$ cat config.mk
export PLATFORM = sky130hd
export DESIGN_NAME = conv_window_addr_gen
export DESIGN_NICKNAME = d
export VERILOG_FILES = /design/src/rtl/conv_window_addr_gen.sv
export SDC_FILE = /design/constraint.sdc
export NUM_CORES = 1
export LEC_CHECK = 0
export CORE_ASPECT_RATIO = 1.1
export CORE_UTILIZATION = 25
export CTS_CLUSTER_SIZE = 20
export DETAILED_ROUTE_END_ITERATION = 8
export HOLD_SLACK_MARGIN = 0.05
export PLACE_DENSITY = 0.41
export SYNTH_ARGS = -nofsm -noshare
export SYNTH_HDL_FRONTEND = slang
export SYNTH_SLANG_ARGS = --single-unit
$ cat constraint.sdc
create_clock -name i_clk -period 8 [get_ports i_clk]
set_input_delay 2.4 -clock i_clk [delete_from_list [all_inputs] [get_ports i_clk]]
set_output_delay 2.4 -clock i_clk [all_outputs]
set_load 0.01 [all_outputs]
$ cat src/rtl/conv_window_addr_gen.sv
// Sliding-window read-address generator: walks KxK taps over every output position and channel pass.
// Optional macro CONV_STALL_EN adds i_out_ready back-pressure; undefined means the generator never stalls.
module conv_window_addr_gen #(
    parameter int unsigned K       = 5,
    parameter int unsigned DIM_W   = 6,
    parameter int unsigned CH_W    = 5,
    parameter int unsigned ADDR_W  = 10,
    parameter int unsigned WADDR_W = 9,
    parameter int unsigned CLR_DLY = 4
) (
    input  logic               i_clk,
    input  logic               i_rst_n,
    input  logic               i_start,
    input  logic [DIM_W-1:0]   i_w,
    input  logic [DIM_W-1:0]   i_h,
    input  logic [CH_W-1:0]    i_c,
    input  logic [1:0]         i_stride,
`ifdef CONV_STALL_EN
    input  logic               i_out_ready,
`endif
    output logic               o_rd_en,
    output logic [ADDR_W-1:0]  o_img_addr,
    output logic [WADDR_W-1:0] o_wgt_addr,
    output logic               o_win_first,
    output logic               o_win_last,
    output logic               o_acc_clear,
    output logic               o_busy,
    output logic               o_done,
    output logic               o_cfg_err
);

    localparam int unsigned        KC_W    = (K > 1) ? $clog2(K) : 1;
    localparam logic [KC_W-1:0]    K_MAX   = KC_W'(K - 1);
    localparam logic [CLR_DLY-1:0] CLR_TOP = CLR_DLY'(1) << (CLR_DLY - 1);

    typedef enum logic [1:0] {StIdle, StLoad, StRun, StDrain} state_t;

    state_t              r_state, w_state_d;
    logic [DIM_W-1:0]    r_w, r_e_max, r_f_max;
    logic [CH_W-1:0]     r_c_max;
    logic                r_s2;
    logic [KC_W-1:0]     r_kw, r_kh, w_kw_d, w_kh_d;
    logic [DIM_W-1:0]    r_e, r_f, w_e_d, w_f_d;
    logic [CH_W-1:0]     r_c, w_c_d;
    logic                r_rd_en, r_win_first, r_win_last, r_busy, r_done, r_cfg_err;
    logic [ADDR_W-1:0]   r_img_addr, w_img_addr, w_row, w_col;
    logic [WADDR_W-1:0]  r_wgt_addr, w_wgt_addr;
    logic [CLR_DLY-1:0]  r_clr_sr, w_clr_d;
    logic                w_xfer, w_fire, w_final_clr, w_cfg_ok, w_last_tap;
    logic                w_accept, w_load, w_stop, w_done_set, w_cfg_err_d;
    logic [DIM_W-1:0]    w_wd, w_hd;

`ifdef CONV_STALL_EN
    assign w_xfer = r_rd_en && i_out_ready;
`else
    assign w_xfer = r_rd_en;
`endif

    assign w_fire      = w_xfer && r_win_last;
    assign w_clr_d     = (r_clr_sr << 1) | CLR_DLY'(w_fire);
    // Only the newest pending clear remains when just the top bit survives the shift.
    assign w_final_clr = (w_clr_d == CLR_TOP);

    assign w_cfg_ok = (i_w >= DIM_W'(K)) && (i_h >= DIM_W'(K)) && (i_c != '0) &&
                      ((i_stride == 2'd1) || (i_stride == 2'd2));
    assign w_wd     = i_w - DIM_W'(K);
    assign w_hd     = i_h - DIM_W'(K);

    assign w_last_tap = (r_kw == K_MAX) && (r_kh == K_MAX) && (r_e == r_e_max) &&
                        (r_f == r_f_max) && (r_c == r_c_max);

    always_comb begin
        w_state_d   = r_state;
        w_kw_d      = r_kw;
        w_kh_d      = r_kh;
        w_e_d       = r_e;
        w_f_d       = r_f;
        w_c_d       = r_c;
        w_accept    = 1'b0;
        w_load      = 1'b0;
        w_stop      = 1'b0;
        w_done_set  = 1'b0;
        w_cfg_err_d = 1'b0;
        unique case (r_state)
            StIdle: begin
                if (i_start) begin
                    if (w_cfg_ok) begin
                        w_accept  = 1'b1;
                        w_state_d = StLoad;
                        w_kw_d    = '0;
                        w_kh_d    = '0;
                        w_e_d     = '0;
                        w_f_d     = '0;
                        w_c_d     = '0;
                    end else begin
                        w_cfg_err_d = 1'b1;
                    end
                end
            end
            StLoad: begin
                w_load    = 1'b1;
                w_state_d = StRun;
            end
            StRun: begin
                if (w_xfer) begin
                    if (w_last_tap) begin
                        w_stop = 1'b1;
                        if (w_final_clr) begin
                            w_state_d  = StIdle;
                            w_done_set = 1'b1;
                        end else begin
                            w_state_d = StDrain;
                        end
                    end else begin
                        w_load = 1'b1;
                        w_kw_d = (r_kw == K_MAX) ? '0 : r_kw + KC_W'(1);
                        if (r_kw == K_MAX) begin
                            w_kh_d = (r_kh == K_MAX) ? '0 : r_kh + KC_W'(1);
                            if (r_kh == K_MAX) begin
                                w_e_d = (r_e == r_e_max) ? '0 : r_e + DIM_W'(1);
                                if (r_e == r_e_max) begin
                                    w_f_d = (r_f == r_f_max) ? '0 : r_f + DIM_W'(1);
                                    if (r_f == r_f_max) begin
                                        w_c_d = r_c + CH_W'(1);
                                    end
                                end
                            end
                        end
                    end
                end
            end
            StDrain: begin
                if (w_final_clr) begin
                    w_state_d  = StIdle;
                    w_done_set = 1'b1;
                end
            end
            default: w_state_d = StIdle;
        endcase
    end

    // Addresses are computed from the next counter values so they can be registered.
    assign w_row      = (ADDR_W'(w_f_d) << r_s2) + ADDR_W'(w_kh_d);
    assign w_col      = (ADDR_W'(w_e_d) << r_s2) + ADDR_W'(w_kw_d);
    assign w_img_addr = ADDR_W'(r_w) * w_row + w_col;
    assign w_wgt_addr = WADDR_W'(w_c_d) * WADDR_W'(K * K) + WADDR_W'(w_kh_d) * WADDR_W'(K) +
                        WADDR_W'(w_kw_d);

    always_ff @(posedge i_clk or negedge i_rst_n) begin
        if (!i_rst_n) begin
            r_state     <= StIdle;
            r_w         <= '0;
            r_e_max     <= '0;
            r_f_max     <= '0;
            r_c_max     <= '0;
            r_s2        <= 1'b0;
            r_kw        <= '0;
            r_kh        <= '0;
            r_e         <= '0;
            r_f         <= '0;
            r_c         <= '0;
            r_rd_en     <= 1'b0;
            r_img_addr  <= '0;
            r_wgt_addr  <= '0;
            r_win_first <= 1'b0;
            r_win_last  <= 1'b0;
            r_busy      <= 1'b0;
            r_done      <= 1'b0;
            r_cfg_err   <= 1'b0;
            r_clr_sr    <= '0;
        end else begin
            r_state   <= w_state_d;
            r_kw      <= w_kw_d;
            r_kh      <= w_kh_d;
            r_e       <= w_e_d;
            r_f       <= w_f_d;
            r_c       <= w_c_d;
            r_busy    <= (w_state_d == StRun) || (w_state_d == StDrain);
            r_cfg_err <= w_cfg_err_d;
            r_clr_sr  <= w_clr_d;
            if (w_accept) begin
                r_w     <= i_w;
                r_s2    <= (i_stride == 2'd2);
                r_e_max <= (i_stride == 2'd2) ? (w_wd >> 1) : w_wd;
                r_f_max <= (i_stride == 2'd2) ? (w_hd >> 1) : w_hd;
                r_c_max <= i_c - CH_W'(1);
                r_done  <= 1'b0;
            end else if (w_done_set) begin
                r_done <= 1'b1;
            end
            if (w_load) begin
                r_rd_en     <= 1'b1;
                r_img_addr  <= w_img_addr;
                r_wgt_addr  <= w_wgt_addr;
                r_win_first <= (w_kw_d == '0) && (w_kh_d == '0);
                r_win_last  <= (w_kw_d == K_MAX) && (w_kh_d == K_MAX);
            end else if (w_stop) begin
                r_rd_en     <= 1'b0;
                r_win_first <= 1'b0;
                r_win_last  <= 1'b0;
            end
        end
    end

    assign o_rd_en     = r_rd_en;
    assign o_img_addr  = r_img_addr;
    assign o_wgt_addr  = r_wgt_addr;
    assign o_win_first = r_win_first;
    assign o_win_last  = r_win_last;
    assign o_acc_clear = r_clr_sr[CLR_DLY-1];
    assign o_busy      = r_busy;
    assign o_done      = r_done;
    assign o_cfg_err   = r_cfg_err;

endmodule

# Word-level counts from Yosys, hierarchy flattened

Cells that the tools add are included.

Logic and storage cells: 144
Bits of input ports: 22
Register bits: 78

Mux-type cells: 70
Bitwise logic cells: 1
Eq/ne operators: 15
Add/subtract/negate cells: 13
Shift-type cells: 2
Order comparisons: 2
Multiply operators: 3
Reduce and logical (&&, ||, !) cells: 18

Operator list:

| kind                  | number |
|---|---|
| $mux W6               | 17 |
| $mux W5               | 8 |
| $mux W3               | 11 |
| $pmux W6 S2           | 2 |
| $add A10 B3 Y10       | 2 |
| $mux W1               | 20 |
| $shl A6 B1 Y10        | 2 |
| $add A6 B1 Y6 const B | 2 |
| $eq A3 B3 Y1 const B  | 4 |
| $eq A6 B6 Y1          | 2 |
| $ge A6 B3 Y1 const B  | 2 |
| $mux W2               | 6 |
| $pmux W3 S2           | 2 |
| $sub A6 B3 Y6 const B | 2 |
| $add A10 B10 Y10      | 1 |
| $eq A2 B2 Y1 const B  | 5 |
| $logic_and A1 B1 Y1   | 10 |
| $mul A6 B10 Y10       | 1 |
| $pmux W5 S2           | 1 |
| $add A9 B3 Y9         | 1 |
| $add A9 B6 Y9         | 1 |
| $mul A5 B5 Y9 const B | 1 |
| $pmux W2 S4           | 1 |
| $add A3 B1 Y3 const B | 2 |
| 13 further kinds      | 18 |

# Longest topological paths before layout

Word-level depth: 12
Mapped depth: 41
Mapped depth without buffers: 40

# Worst setup path before layout

Ideal clock, no wire load.

Kind: input port to flip-flop
From: input port i_h[1]
To: register r_img_addr[9], in the netlist o_img_addr[9]
Setup slack: -1.415 ns
Arrival: 9.283 ns
Required time: 7.868 ns
Cell stages on the path: 35
Cells stage by stage: inv_1 -> ha_1 -> nand2b_1 -> a2111oi_2 -> o41a_2 -> o21ai_0 -> o21ai_1 -> ha_1 -> inv_1 -> fa_1 -> inv_1 -> a21o_1 -> nand2_1 -> or3_1 -> a31o_1 -> o211ai_2 -> nand2_1 -> fa_1 -> inv_1 -> fa_1 -> inv_1 -> fa_1 -> inv_1 -> fa_1 -> ha_1 -> inv_1 -> o21bai_1 -> a21oi_1 -> o21bai_1 -> a21oi_1 -> xnor2_1 -> xnor2_2 -> nor4b_1 -> a311oi_1 -> nand3_1

Elaborated cells between the ends (all ways): 22
Classes of those cells: add/sub (3); mul (1); order compare (1); shift (2); mux (12); reduce/logical (3)

RTL lines:

| element                          | line | RTL |
|---|---|---|
| start, declared                  | 15   | `input logic [DIM_W-1:0] i_h,` |
| $ge A6 B3 Y1                     | 64   | `assign w_cfg_ok = (i_w >= DIM_W'(K)) && (i_h >= DIM_W'(K)) && (i_c != '0) &&` |
| $logic_and A1 B1 Y1 (3 in a row) | 64   |  |
| $mux W3                          | 87   | `if (w_cfg_ok) begin` |
| $mux W3                          | 86   | `if (i_start) begin` |
| $pmux W3 S2                      | 84   | `unique case (r_state)` |
| via w_kh_d[0]                    | 42   | `logic [KC_W-1:0] r_kw, r_kh, w_kw_d, w_kh_d;` |
| $add A10 B3 Y10                  | 143  | `assign w_row = (ADDR_W'(w_f_d) << r_s2) + ADDR_W'(w_kh_d);` |
| $mul A6 B10 Y10                  | 145  | `assign w_img_addr = ADDR_W'(r_w) * w_row + w_col;` |
| $add A10 B10 Y10                 | 145  |  |
| end signal, assigned             | 193  | `r_img_addr <= w_img_addr;` |
| end, declared                    | 46   | `logic [ADDR_W-1:0] r_img_addr, w_img_addr, w_row, w_col;` |

The timed path passes the listed nets, and every way through them passes these cells.
A chain may end at the register's enable or synchronous reset.

# Final worst setup path

From: input port i_w[2]
To: register r_img_addr[9], in the netlist o_img_addr[9]

Cells in the longest elaborated chain, start to end: 11
Elaborated cells between the ends (all ways): 22
Classes of those cells: add/sub (3); mul (1); order compare (1); shift (2); mux (12); reduce/logical (3)

Ends and longest elaborated chain:

| element                          | line | RTL |
|---|---|---|
| start, declared                  | 14   | `input logic [DIM_W-1:0] i_w,` |
| $ge A6 B3 Y1                     | 64   |  |
| $logic_and A1 B1 Y1 (3 in a row) | 64   |  |
| $mux W6                          | 87   |  |
| $mux W6                          | 86   |  |
| $pmux W6 S2                      | 84   |  |
| via w_f_d[1]                     | 43   | `logic [DIM_W-1:0] r_e, r_f, w_e_d, w_f_d;` |
| $shl A6 B1 Y10                   | 143  |  |
| $add A10 B3 Y10                  | 143  |  |
| $mul A6 B10 Y10                  | 145  |  |
| $add A10 B10 Y10                 | 145  |  |

The timed path passes the listed nets, and every way through them passes these cells.

==> results <==
- The sequential share of the synthesized area is 0.286.
- The clock insertion delay at the later pin of the skew report is between 0.3 and 0.4 ns.
- For this block, the initial DRC count from the detailed router was around 180.
- The final worst-path setup slack is -0.872 ns.
- The antenna cell count is 0.
- The maximum fanout count along the critical path is 6.
- STA classifies the critical path startpoint as an input port.
- The minimum setup slack after placement is -1.75 ns.
- Counting the buffers created by CTS gives 9.
- The most used flip-flop cell after synthesis is sky130_fd_sc_hd__dfrtp_1.
- Using the TritonRoute via totals, the vias-per-cell ratio works out to 4.40.
- The post-synthesis share of cell area spent on full adders, half adders and majority gates is 0.233.
- Once placement finished, the instance area stood at around 8500 um2.
- The worst hold path was traced through 0 stages.
- The combinational family with the most area after synthesis is adder cells.
- The first global-routing pass estimated roughly 30000 um of wire.
- The run finished, with violations left.
- The number of standard-cell rows in the floorplan is 63.
- At the end of routability-driven placement, the weighted congestion stood at ~0.78.
- The design draws just under 900 uW.
- The number of ports placed on the die boundary is 48.
- At the pin with the least slew margin, the transition time is slightly below 0.8 ns.
- The number of antenna violations at the first check in global routing is 0.
- During placement, the flow inserted port buffers numbering between 40 and 50.
- The utilization after layout is 0.333.
- The number of nets in the layout is 1000.
- The mux share of post-synthesis cell area is 0.0449.
- By instance count, the cell type seen most on the critical path is sky130_fd_sc_hd__fa_1.
- From bottom edge to top edge, the die measures around 180 um.
- For this run, the top clock speed supported by timing is approximately 110 MHz.
- The max-capacitance violation count is 0.
- sky130_fd_sc_hd__dfrtp_1 takes more of the synthesized area than any other cell.
- For this run, the number of Yosys warnings is 0.
- Setup repair after global routing could not meet its margin everywhere.
- Wires add up to roughly 18000 um.
- Counting every net in the synthesized netlist gives 865.
- The area overhead of the layout relative to synthesis is 31.2%.
- The worst-case IR drop observed on VDD is ~0.065 mV.
- The maximum number of pins on one net before global-route repair is 59.
- The fraction of registers with async set/reset is 1.00.
- The worst min-delay path category is reg -> reg.
- With fillers left out, the area of the finished cells amounts to ~9000 um2.
- The core region is roughly 27000 um2.
- After detailed routing, the number of remaining DRC violations is 0.
- For this run, the total global-route usage over all layers was measured as 0.134.
- The total overflow left after global routing is 0.
- The via count of the first global-routing pass came to 5752.
- A synthesized cell averages 9.26 um2.
- Setup violations remaining at the end of the flow were counted as 4.
- Of the total synthesized cell area, the portion taken by AND, OR, NAND and NOR gates is 0.156.
- The post-synthesis sequential element count is a little under 80.
- Dividing the final minimum period by the clock period gives 1.11.
- The gate count of the mapped netlist is ~740.
- The detail route stage leaves a number of antenna-violating nets equal to 0.
- The synthesized netlist contains between 60 and 70 unique library cells.
- The number of sinks driven by the clock tree is 78.
- The worst setup path is captured at a register.
- The fill cell instance count of the final layout is about 2800.
- The root buffer cell chosen for the clock tree is sky130_fd_sc_hd__clkbuf_16.
- The max-slew violation count is 0.
- The area fraction in compound gates after synthesis is 0.138.
- Ranked by total cell area, the synthesized netlist is headed by sky130_fd_sc_hd__dfrtp_1 (29%), sky130_fd_sc_hd__ha_1 (12%), sky130_fd_sc_hd__fa_1 (11%), sky130_fd_sc_hd__xnor2_1 (6.0%), sky130_fd_sc_hd__inv_1 (5.3%).
- The share of synthesized area in the top cell type comes to 0.286.
- For this design the ratio of total power to cell area is about 100 nW/um2.
- After clock tree synthesis, the clock-pin slew on the worst setup and hold paths is roughly 0.07 ns.
- The total die area is 28000 um2.
- The initial cell density of the core is 0.254.
- Of the cells placed in the final design, the portion with a size suffix greater than 1 is 0.226.
- The level count of the clock H-tree is 3.
- The multi-input combinational cells in the finished layout cover a total of 4710 um2.
- The cell area after technology mapping is ~6800 um2.
- The worst clock skew is approximately 0.0072 ns.
- Summing all flip-flop and latch instances after layout gives just under 2000 um2.
- The stage delay of the slowest cell on the critical path is 0.53 ns.
- Of the total synthesized cell area, the portion taken by XOR and XNOR cells is 0.0766.
- The detailed placer's ending HPWL is roughly 14000 um.
- TritonCTS built the clock tree.
- The final hold violation count is 0.
- The clock passes through at most 2 buffers.
- The number of enable flip-flop cells after synthesis is 0.
- The analysis attributes to cell leakage a power of around 4.2 nW.
- Headroom to the max-slew limit came out at 0.480.
- For the worst setup path, the data required time is between 8 and 9 ns.
- The checks that failed: negative setup slack.
- In this run the horizontal extent of the chip is 160 um.
- For this run, the detailed router's first-pass iteration total came to 4.
- The routed length per placed instance is around 14 um.
- The data arrival at the endpoint of the critical path is 9.09 ns.
- The number of cell instances on the worst register-to-register path is 38.
- The shortest clock period the worst path allows after layout is around 9 ns.
- The classification of the worst setup path is in -> reg.
- The total via count after detailed routing is 5428.
- Among all stages on the critical path, the largest delay is contributed by sky130_fd_sc_hd__clkdlybuf4s50_1.
## cells in the final DEF (no fill, tap or decap), drive strengths merged, types with 15 or more instances in the layout
cell type,instances
buf,99
inv,98
nand2,85
dfrtp,78
ha,68
o21ai,54
xnor2,49
fa,37
clkdlybuf4s50,31
nor2,29
and2,29
a21oi,23
mux2i,16
nand3,15
## synthesized netlist by cell type (all sizes together) (5+ instances only)
cell type and number:
nor3 6, nor2b 8, fa 37, nand2b 7, a22oi 5, o21bai 5, o21ai 54, dfrtp 78
ha 68, mux2 13, nand3 15, xnor2 49, nand2 85, a21oi 23, and2 29, a22o 5
nor2 29, xor2 9, clkbuf 16, inv 97, mux2i 16, and3 7, a21o 12, nand4 9
## per-stage QoR
step                hold WS, ns  TNS [ns]  instances
global route              0.391     -3.05       1235
detailed placement        0.363     -6.78       1207
CTS                       0.374     -2.21       1232
global placement          0.360     -6.18       1207
finish                    0.370     -1.51       1235
floorplan                 0.346     -1.06        738
## critical path, delay by kind of cell
family / cells / cell delay, ns
and+or+nand+nor: 5 / 0.77
xor gates and xnor gates: 2 / 0.41
muxes: 1 / 0.28
AOI/OAI and AO/OA: 12 / 1.91
buffers and inverters: 6 / 0.89
adders and majority gates: 6 / 2.44
## cell type report
cell class,instances,share of cell area
repair buffers,143,0.131
well taps,357,0.0499
clock buffers,11,0.0271
inverters,98,0.0419
multi-input cells,543,0.526
flip-flops and latches,78,0.218
clock inverters,5,0.00628
## where the power goes
group | switching [mW] | internal, mW
Combinational | 0.0316 | 0.0260
Clock | 0.177 | 0.251
Sequential | 0 | 0.394
## cell families after synthesis
family                   after synthesis
AO/OA/AOI/OAI                        139
XOR/XNOR                              58
adder cells (fa/ha/maj)              105
buffers and inverters                117
flip-flops                            78
multiplexers                          29
AND/OR/NAND/NOR                      212
## repair_timing
item | CTS | global route
endpoints found under the hold margin | 0 | 0
cloned | 0 | 0
hold buffers | 0 | 0
endpoints found under the setup margin | 6 | 6
pin swaps | 11 | 10
setup buffers | 9 | 4
gates resized for setup | 26 | 33
## registers in the layout, indices dropped and copies added, names as in the netlist, 2 cells and up
| name | count |
|---|---|
| o_img_addr | 10 |
| o_wgt_addr | 9 |
| r_e | 6 |
| r_e_max | 6 |
| r_f | 6 |
| r_f_max | 6 |
| r_w | 6 |
| r_c | 5 |
| r_c_max | 5 |
| r_clr_sr | 4 |
| r_kh | 3 |
| r_kw | 3 |
| r_state | 2 |
## path summary, 6_finish.rpt
kind | startpoint | end | slack, ns
setup / recovery | i_w[2] | o_img_addr[9] | -0.87
hold / removal | r_clr_sr[1] | r_clr_sr[2] | 0.37
setup reg to reg | r_kh[1] | o_img_addr[9] | 0.45
hold reg to reg | r_clr_sr[1] | r_clr_sr[2] | 0.37
max in group asynchronous | i_rst_n | r_c[0] | 4.99
min in group asynchronous | i_rst_n | r_e_max[2] | 1.94
## per-layer routing
layer  GRT usage  part of all wire  up-vias  wire length, um
met5           0                 0        -                0
met4      0.0365             0.012        0              206
met3      0.0201             0.020        9              351
met2       0.241              0.51       35             9120
met1       0.166              0.46     2630             8100
li1            -                 -     2754                -
Power figures use the tool's default switching activity.
